[src/rtl/fifo_uart_pkg.sv]
// Shared types and line-level constants for the FIFO-fed UART transmitter.
package fifo_uart_pkg;

    typedef enum logic [2:0] {
        IDLE,
        START,
        DATA,
        PARITY,
        STOP
    } tx_state_e;

    localparam logic PAR_EVEN  = 1'b0;
    localparam logic PAR_ODD   = 1'b1;

    localparam logic TX_IDLE   = 1'b1;
    localparam logic START_BIT = 1'b0;
    localparam logic STOP_BIT  = 1'b1;

endpackage

[src/rtl/fifo_uart_parity_calc.sv]
// Frame parity generator for the UART transmitter.
// Only present when FIFO_UART_PARITY_EN is defined.
`ifdef FIFO_UART_PARITY_EN
module parity_calc
    import fifo_uart_pkg::*;
#(
    parameter int unsigned WIDTH = 8
) (
    input  logic [WIDTH-1:0] data,
    input  logic             par_typ,
    output logic             parity
);

    // Even parity is the XOR of the data bits; odd parity inverts it.
    assign parity = (^data) ^ (par_typ == PAR_ODD);

endmodule
`endif

[src/rtl/fifo_uart_tx.sv]
// FIFO read-side UART transmitter: pops one word per frame and shifts it out
// LSB-first as start / data / [parity] / stop, one bit per CLK.
// Optional feature: FIFO_UART_PARITY_EN adds the PAR_TYP port and a parity bit.
module fifo_uart_tx
    import fifo_uart_pkg::*;
#(
    parameter int unsigned WIDTH = 8,
    parameter int unsigned CNT_W = 3
) (
    input  logic             CLK,
    input  logic             RST,
    input  logic             EMPTY,
    input  logic [WIDTH-1:0] RD_DATA,
`ifdef FIFO_UART_PARITY_EN
    input  logic             PAR_TYP,
`endif
    output logic             R_INC,
    output logic             TX_OUT,
    output logic             BUSY
);

    localparam logic [CNT_W-1:0] LAST_BIT = CNT_W'(WIDTH - 1);

    tx_state_e        state_q, state_d;
    logic [WIDTH-1:0] shreg_q, shreg_d;
    logic [CNT_W-1:0] cnt_q,   cnt_d;
    logic             tx_q,    tx_d;
    logic             busy_q,  busy_d;
    logic             pop;

`ifdef FIFO_UART_PARITY_EN
    logic par_q, par_d;
    logic par_bit;

    parity_calc #(
        .WIDTH (WIDTH)
    ) u_parity_calc (
        .data    (RD_DATA),
        .par_typ (PAR_TYP),
        .parity  (par_bit)
    );
`endif

    // A word is taken only between frames (IDLE) or on the stop bit (STOP).
    assign pop = ((state_q == IDLE) || (state_q == STOP)) && !EMPTY;

    // Gated with reset so no pop strobe escapes while the FSM is held in reset.
    assign R_INC  = pop & RST;
    assign TX_OUT = tx_q;
    assign BUSY   = busy_q;

    // Next-state, datapath and registered-output decode.
    // TX_OUT is registered, so tx_d carries the bit belonging to state_d.
    always_comb begin
        state_d = state_q;
        shreg_d = shreg_q;
        cnt_d   = cnt_q;
        tx_d    = tx_q;
        busy_d  = busy_q;
`ifdef FIFO_UART_PARITY_EN
        par_d   = par_q;
`endif
        case (state_q)
            IDLE, STOP: begin
                if (pop) begin
                    state_d = START;
                    shreg_d = RD_DATA;
`ifdef FIFO_UART_PARITY_EN
                    par_d   = par_bit;
`endif
                    tx_d    = START_BIT;
                    busy_d  = 1'b1;
                end else begin
                    state_d = IDLE;
                    tx_d    = TX_IDLE;
                    busy_d  = 1'b0;
                end
            end
            START: begin
                state_d = DATA;
                cnt_d   = '0;
                tx_d    = shreg_q[0];
                shreg_d = shreg_q >> 1;
            end
            DATA: begin
                if (cnt_q == LAST_BIT) begin
`ifdef FIFO_UART_PARITY_EN
                    state_d = PARITY;
                    tx_d    = par_q;
`else
                    state_d = STOP;
                    tx_d    = STOP_BIT;
`endif
                end else begin
                    cnt_d   = cnt_q + 1'b1;
                    tx_d    = shreg_q[0];
                    shreg_d = shreg_q >> 1;
                end
            end
`ifdef FIFO_UART_PARITY_EN
            PARITY: begin
                state_d = STOP;
                tx_d    = STOP_BIT;
            end
`endif
            default: begin
                state_d = IDLE;
                tx_d    = TX_IDLE;
                busy_d  = 1'b0;
            end
        endcase
    end

    // FSM state and registered line outputs; reset drives the line idle at once.
    always_ff @(posedge CLK or negedge RST) begin
        if (!RST) begin
            state_q <= IDLE;
            tx_q    <= TX_IDLE;
            busy_q  <= 1'b0;
        end else begin
            state_q <= state_d;
            tx_q    <= tx_d;
            busy_q  <= busy_d;
        end
    end

    // Shift register, bit counter and latched parity bit.
    always_ff @(posedge CLK or negedge RST) begin
        if (!RST) begin
            shreg_q <= '0;
            cnt_q   <= '0;
`ifdef FIFO_UART_PARITY_EN
            par_q   <= 1'b0;
`endif
        end else begin
            shreg_q <= shreg_d;
            cnt_q   <= cnt_d;
`ifdef FIFO_UART_PARITY_EN
            par_q   <= par_d;
`endif
        end
    end

endmodule

[config.mk]
export PLATFORM = sky130hd
export DESIGN_NAME = fifo_uart_tx
export DESIGN_NICKNAME = d
export VERILOG_FILES = /design/src/rtl/fifo_uart_pkg.sv /design/src/rtl/fifo_uart_parity_calc.sv /design/src/rtl/fifo_uart_tx.sv
export SDC_FILE = /design/constraint.sdc
export NUM_CORES = 1
export LEC_CHECK = 0
export CAP_MARGIN = 20
export CORE_MARGIN = 10
export CORE_UTILIZATION = 48
export CTS_BUF_LIST = sky130_fd_sc_hd__clkbuf_2
export CTS_CLUSTER_DIAMETER = 120
export CTS_CLUSTER_SIZE = 20
export DETAILED_ROUTE_END_ITERATION = 6
export GPL_ROUTABILITY_DRIVEN = 0
export MAX_ROUTING_LAYER = met4
export PLACE_DENSITY = 0.76
export SYNTH_ARGS = -nofsm -noshare
export SYNTH_HDL_FRONTEND = slang
export SYNTH_SLANG_ARGS = --single-unit
[constraint.sdc]
create_clock -name CLK -period 1.55 [get_ports CLK]
set_input_delay 0.465 -clock CLK [delete_from_list [all_inputs] [get_ports CLK]]
set_output_delay 0.465 -clock CLK [all_outputs]
set_load 0.05 [all_outputs]
-- Yosys cells after proc, flatten, opt, wreduce, memory -nomap -nowiden
Index checks and enable logic that the tools add are counted.
- output and inout port bits: 3
- input bits: 11
- logic and storage cells: 37
- register bits: 16
- $add $sub $neg: 1
- bitwise logic cells: 1
- equality and inequality tests: 7
- multiplexer cells: 13
- reduce and logical (&&, ||, !) cells: 10
- operators by type and width (operator ; number):
    $pmux W8 S3 ; 1
    $mux W8 ; 2
    $pmux W3 S3 ; 1
    $eq A3 B3 Y1 const B ; 2
    $mux W3 ; 2
    $ne A2 B2 Y1 const B ; 3
    $pmux W3 S2 ; 1
    $mux W1 ; 4
    $reduce_or A2 Y1 ; 2
    $add A3 B1 Y3 const B ; 1
    $eq A3 B1 Y1 const B ; 1
    $eq A3 B2 Y1 const B ; 1
    $logic_not A3 Y1 ; 1
    $pmux W1 S3 ; 1
    $reduce_and A3 Y1 ; 1
    $reduce_bool A3 Y1 ; 1
    $pmux W1 S2 ; 1
    $reduce_and A2 Y1 ; 1
    $reduce_bool A2 Y1 ; 1
    $and A1 B1 Y1 ; 1
    $logic_and A1 B1 Y1 ; 1
    $logic_not A1 Y1 ; 1
    $logic_or A1 B1 Y1 ; 1

-- Depth between registers and ports, before layout
- depth in word-level cells: 5
- gate-level depth with buffers: 6
- depth with buffers taken out: 5

-- Least setup slack after synthesis
OpenSTA, ideal clock, no wires.
- path type: register to output
- start: reg state_q[1]
- end: out R_INC
- data required time: 1.085 ns
- path slack: -0.259 ns
- data arrival time: 1.344 ns
- stages on the path, launching flop included: 5
- buffers on the path: 2
- path through: dfrtp_1 > buf_4 > nor3_1 > buf_2 > and2_1
- longest elaborated chain between the ends: 4
- elaborated cells between the ends (all ways): 5
- those cells by class: 1 x eq/ne; 1 x bitwise; 3 x reduce/logical
- ends and longest elaborated chain (item ; line ; RTL):
    from (decl) ; fifo_uart_tx.sv:24 ; tx_state_e state_q, state_d;
    from (signal assigned) ; fifo_uart_tx.sv:121 ; state_q <= state_d;
    $eq A3 B3 Y1 / $logic_not A3 Y1 (equally long branches) ; fifo_uart_tx.sv:45 ; assign pop = ((state_q == IDLE) || (state_q == STOP)) && !EMPTY;
    $logic_or A1 B1 Y1 * ; fifo_uart_tx.sv:45 ;
    $logic_and A1 B1 Y1 * ; fifo_uart_tx.sv:45 ;
    $and A1 B1 Y1 * ; fifo_uart_tx.sv:48 ; assign R_INC = pop & RST;
    to (decl) ; fifo_uart_tx.sv:17 ; output logic R_INC,
Every way passes the cells marked *; elsewhere a longest branch is shown, timed or not.

-- Worst setup path in the final report
- start: reg state_q[0]
- end: out R_INC
The elaborated chain is that of the path after synthesis.

==> metrics.md <==
| Metric | Value |
|---|---|
| Status | finished with violations |
| Violations in the final reports | negative setup slack |
| Slew @ Worst Pin | 0.4145 ns |
| Max layer used | met4 |
| Nets | ~120 |
| Die footprint | 3811 um2 |
| Setup TNS | -0.2634 ns |
| Fmax | between 500 and 600 MHz |
| FP Rows | 15 |
| Pwr/cell area | 2140 nW/um2 |
| Max-slew violations | 0 |
| Largest net degree at the start of global routing | 17 |
| I/O pins | 14 |
| Clk sinks | 16 |
| Critical Path RT | 1.08 ns |
| Fill count | 107 |
| Post-DP HPWL | 1446 um |
| Critical Path Max Stage Delay | 0.46 ns |
| Final WS setup | -0.1315 ns |
| Slew headroom | 72.37% |
| Post-route cell area | approximately 1300 um2 |
| Die Y | between 60 and 70 um |
| # DRC | 0 |
| Utilization after layout | 76.30% |
| Sequential share of the synthesized area | 48.05% |
| Net Count, Synth | a little over 90 |
| Number of global-route vias before repair | 713 |
| Initial antenna violation count | 0 |
| Post-route non-filler standard cell count | 126 |
| Initial Util | 49.48% |
| FFs w/ async S/R, synth | 100.0% |
| Tmin final | approximately 1.7 ns |
| Pre-CTS setup slack | -0.3255 ns |
| Layout cells sized above 1 | 43.12% |
| Cell depth of the worst flop-to-flop path | 5 |
| Main synth FF type | dfrtp_1 |
| Met1 wire length | 1013 um |
| Total GRT Usage | 11.59% |
| Tcrit/Tclk final | 108.5% |
| Post-synth EDFFs | 0 |
| Iter 0 DRT Violations | 34 |
| Final Hold Vio Count | 0 |
| CTS tree | done |
| Slowest CP cell | dfrtp_1 |
| Post-Synthesis Cells | between 70 and 80 |
| Vias | 799 |
| Vias/cell | 6.341 |
| Mean post-synth cell area | 10.58 um2 |
| Setup crit end kind | output pin |
| Hold Buf Count CTS | 0 |
| # port buffers | 13 |
| Met2 wire length | between 1000 and 1500 um |
| Syn Std Cell Area | about 840 um2 |
| Critical-path maximum fanout | 3 |
| Core Region | between 1500 and 2000 um2 |
| Clk_skew | ~0.018 ns |
| Critical Path Source Type | register |
| Final setup viols | 8 |
| CTS H-tree lvls | 1 |
| Distinct cells, synth | 28 |
| Clk buf depth | 2 |
| CP arrival | 1.22 ns |
| Num CTS Buffers | 3 |
| Total gr overflow | 0 |
| Routed WL | 2403 um |
| Crit Path Class | reg -> out |
| Antenna-violating nets left | 0 |
| # diodes | 0 |
| R2R Path End | shreg_q[7] |
| First-pass GRT wire length | 3249 um |
| Unrepaired setup endpoints after global routing | yes |
| Worst hold path type | in -> async |
| Max VDD drop | 1253 uV |
| Routed len/inst | 19.07 um |
| DIE WIDTH | 61.73 um |
| Cell Area, Placed | 1097 um2 |
| CP Cell Sequence | nor3_2 -> and2_4 -> buf_12 |
| Clock transition at path regs | ~0.16 ns |
| Skew-Pair Late Insertion Delay | 0.30 ns |
| Dpl cells | 117 |
| Ys Warns | 0 |
| Synth-to-Final Area Change | 54.19% |
| R2r startpoint | cnt_q[0] |
| Clock Tree Root | clkbuf_2 |
| Power, Total | ~2.8 mW |
| Worst reg-to-reg setup slack | -0.03 ns |
| Synthesized flop and latch total | 16 |
| Max-Cap Viols | 0 |
| Leak | 0.5352 nW |
| DR pass1 iterations | 4 |
| Worst hold slack | 0.2518 ns |
| DR WL met3 | 166 um |
metal layers:
layer	vias up	global-route usage, %
li1	362	-
met1	396	14.08
met2	35	17.13
met3	6	4.268
met4	0	4.459
met5	-	-
synthesized netlist by cell type (2+ instances only):
library cell / number / area share (%)
ha_1: 2 / 3.0
dfrtp_1: 15 / 45
a22o_1: 5 / 5.2
nand2b_1: 2 / 1.5
o21ai_0: 9 / 5.4
nand2_1: 2 / 0.90
nor4_1: 7 / 5.2
nor3_1: 3 / 1.8
a31oi_1: 7 / 5.2
nand3_1: 8 / 4.8
buf_4: 2 / 1.8
state kept, by name, indices dropped and copies added, names as in the netlist:
register  cells
shreg_q       8
cnt_q         3
state_q       3
BUSY          1
TX_OUT        1
cells in the final DEF, fill, tap and decap left out:
cell type	count
a21oi_1	1
a22o_1	5
a31o_2	1
a31oi_1	7
and2_4	1
buf_12	3
buf_4	14
buf_6	3
clkbuf_2	4
clkdlybuf4s50_1	8
clkinv_1	1
dfrtp_1	15
dfstp_2	1
dlygate4sd2_1	2
ha_2	1
ha_4	1
inv_1	1
mux2_2	1
mux2i_1	1
nand2_1	2
nand2b_1	2
nand3_1	8
nor2b_4	1
nor3_1	1
nor3_2	1
nor3_4	1
nor3b_4	1
nor4_2	6
nor4_4	1
nor4b_4	1
o21ai_0	8
o21ai_2	1
or3_4	2
xnor2_4	1
xor2_4	1
worst max-delay path: cells and delay by family (launching register included):
kind / cells / cell delay [ns]
AND/OR/NAND/NOR: 2 / 0.33
buffers and inverters: 1 / 0.13
flip-flops: 1 / 0.46
repair_timing:
| item | CTS | global route |
|---|---|---|
| pin swaps | 2 | 4 |
| setup buffers | 2 | 2 |
| gates resized for setup | 8 | 18 |
| setup endpoints to repair | 13 | 11 |
| cloned | 0 | 1 |
cell type report:
cell class / count / area, um2 / share of cell area [%]
clock buffers: 4 / 20.02 / 1.553
repair buffers: 30 / 296.5 / 23.01
flip-flops and latches: 16 / 401.6 / 31.16
well taps: 17 / 21.27 / 1.650
multi-input cells: 57 / 541.8 / 42.04
inverters: 2 / 7.507 / 0.5825
where the power goes:
group / internal (mW) / switching (mW)
sequential: 0.624 / 0.160
clock: 0.0684 / 0.130
combinational: 0.904 / 0.872
kinds of logic (layout without fill, tap and decap cells):
logic type / after synthesis / count (layout) / share of synthesized area [%]
AO/OA/AOI/OAI: 23 / 23 / 17.51
multiplexers: 2 / 2 / 2.545
flip-flops: 16 / 16 / 48.05
XOR/XNOR: 2 / 2 / 2.995
AND/OR/NAND/NOR: 27 / 28 / 20.81
adder cells (fa/ha/maj): 2 / 2 / 2.994
buffers and inverters: 7 / 36 / 5.087
how the worst max path moves through the flow:
stage | startpoint | end | slack (ns) | cells past startpoint
floorplan | cnt_q[1] | shreg_q[7] | -0.10 | 6
detailed placement | EMPTY | shreg_q[7] | -0.33 | 5
global placement | EMPTY | shreg_q[7] | -0.31 | 5
global route | state_q[0] | R_INC | -0.22 | 3
CTS | state_q[1] | R_INC | -0.14 | 3
finish | state_q[0] | R_INC | -0.13 | 3
(Power assumes the default switching activity.)
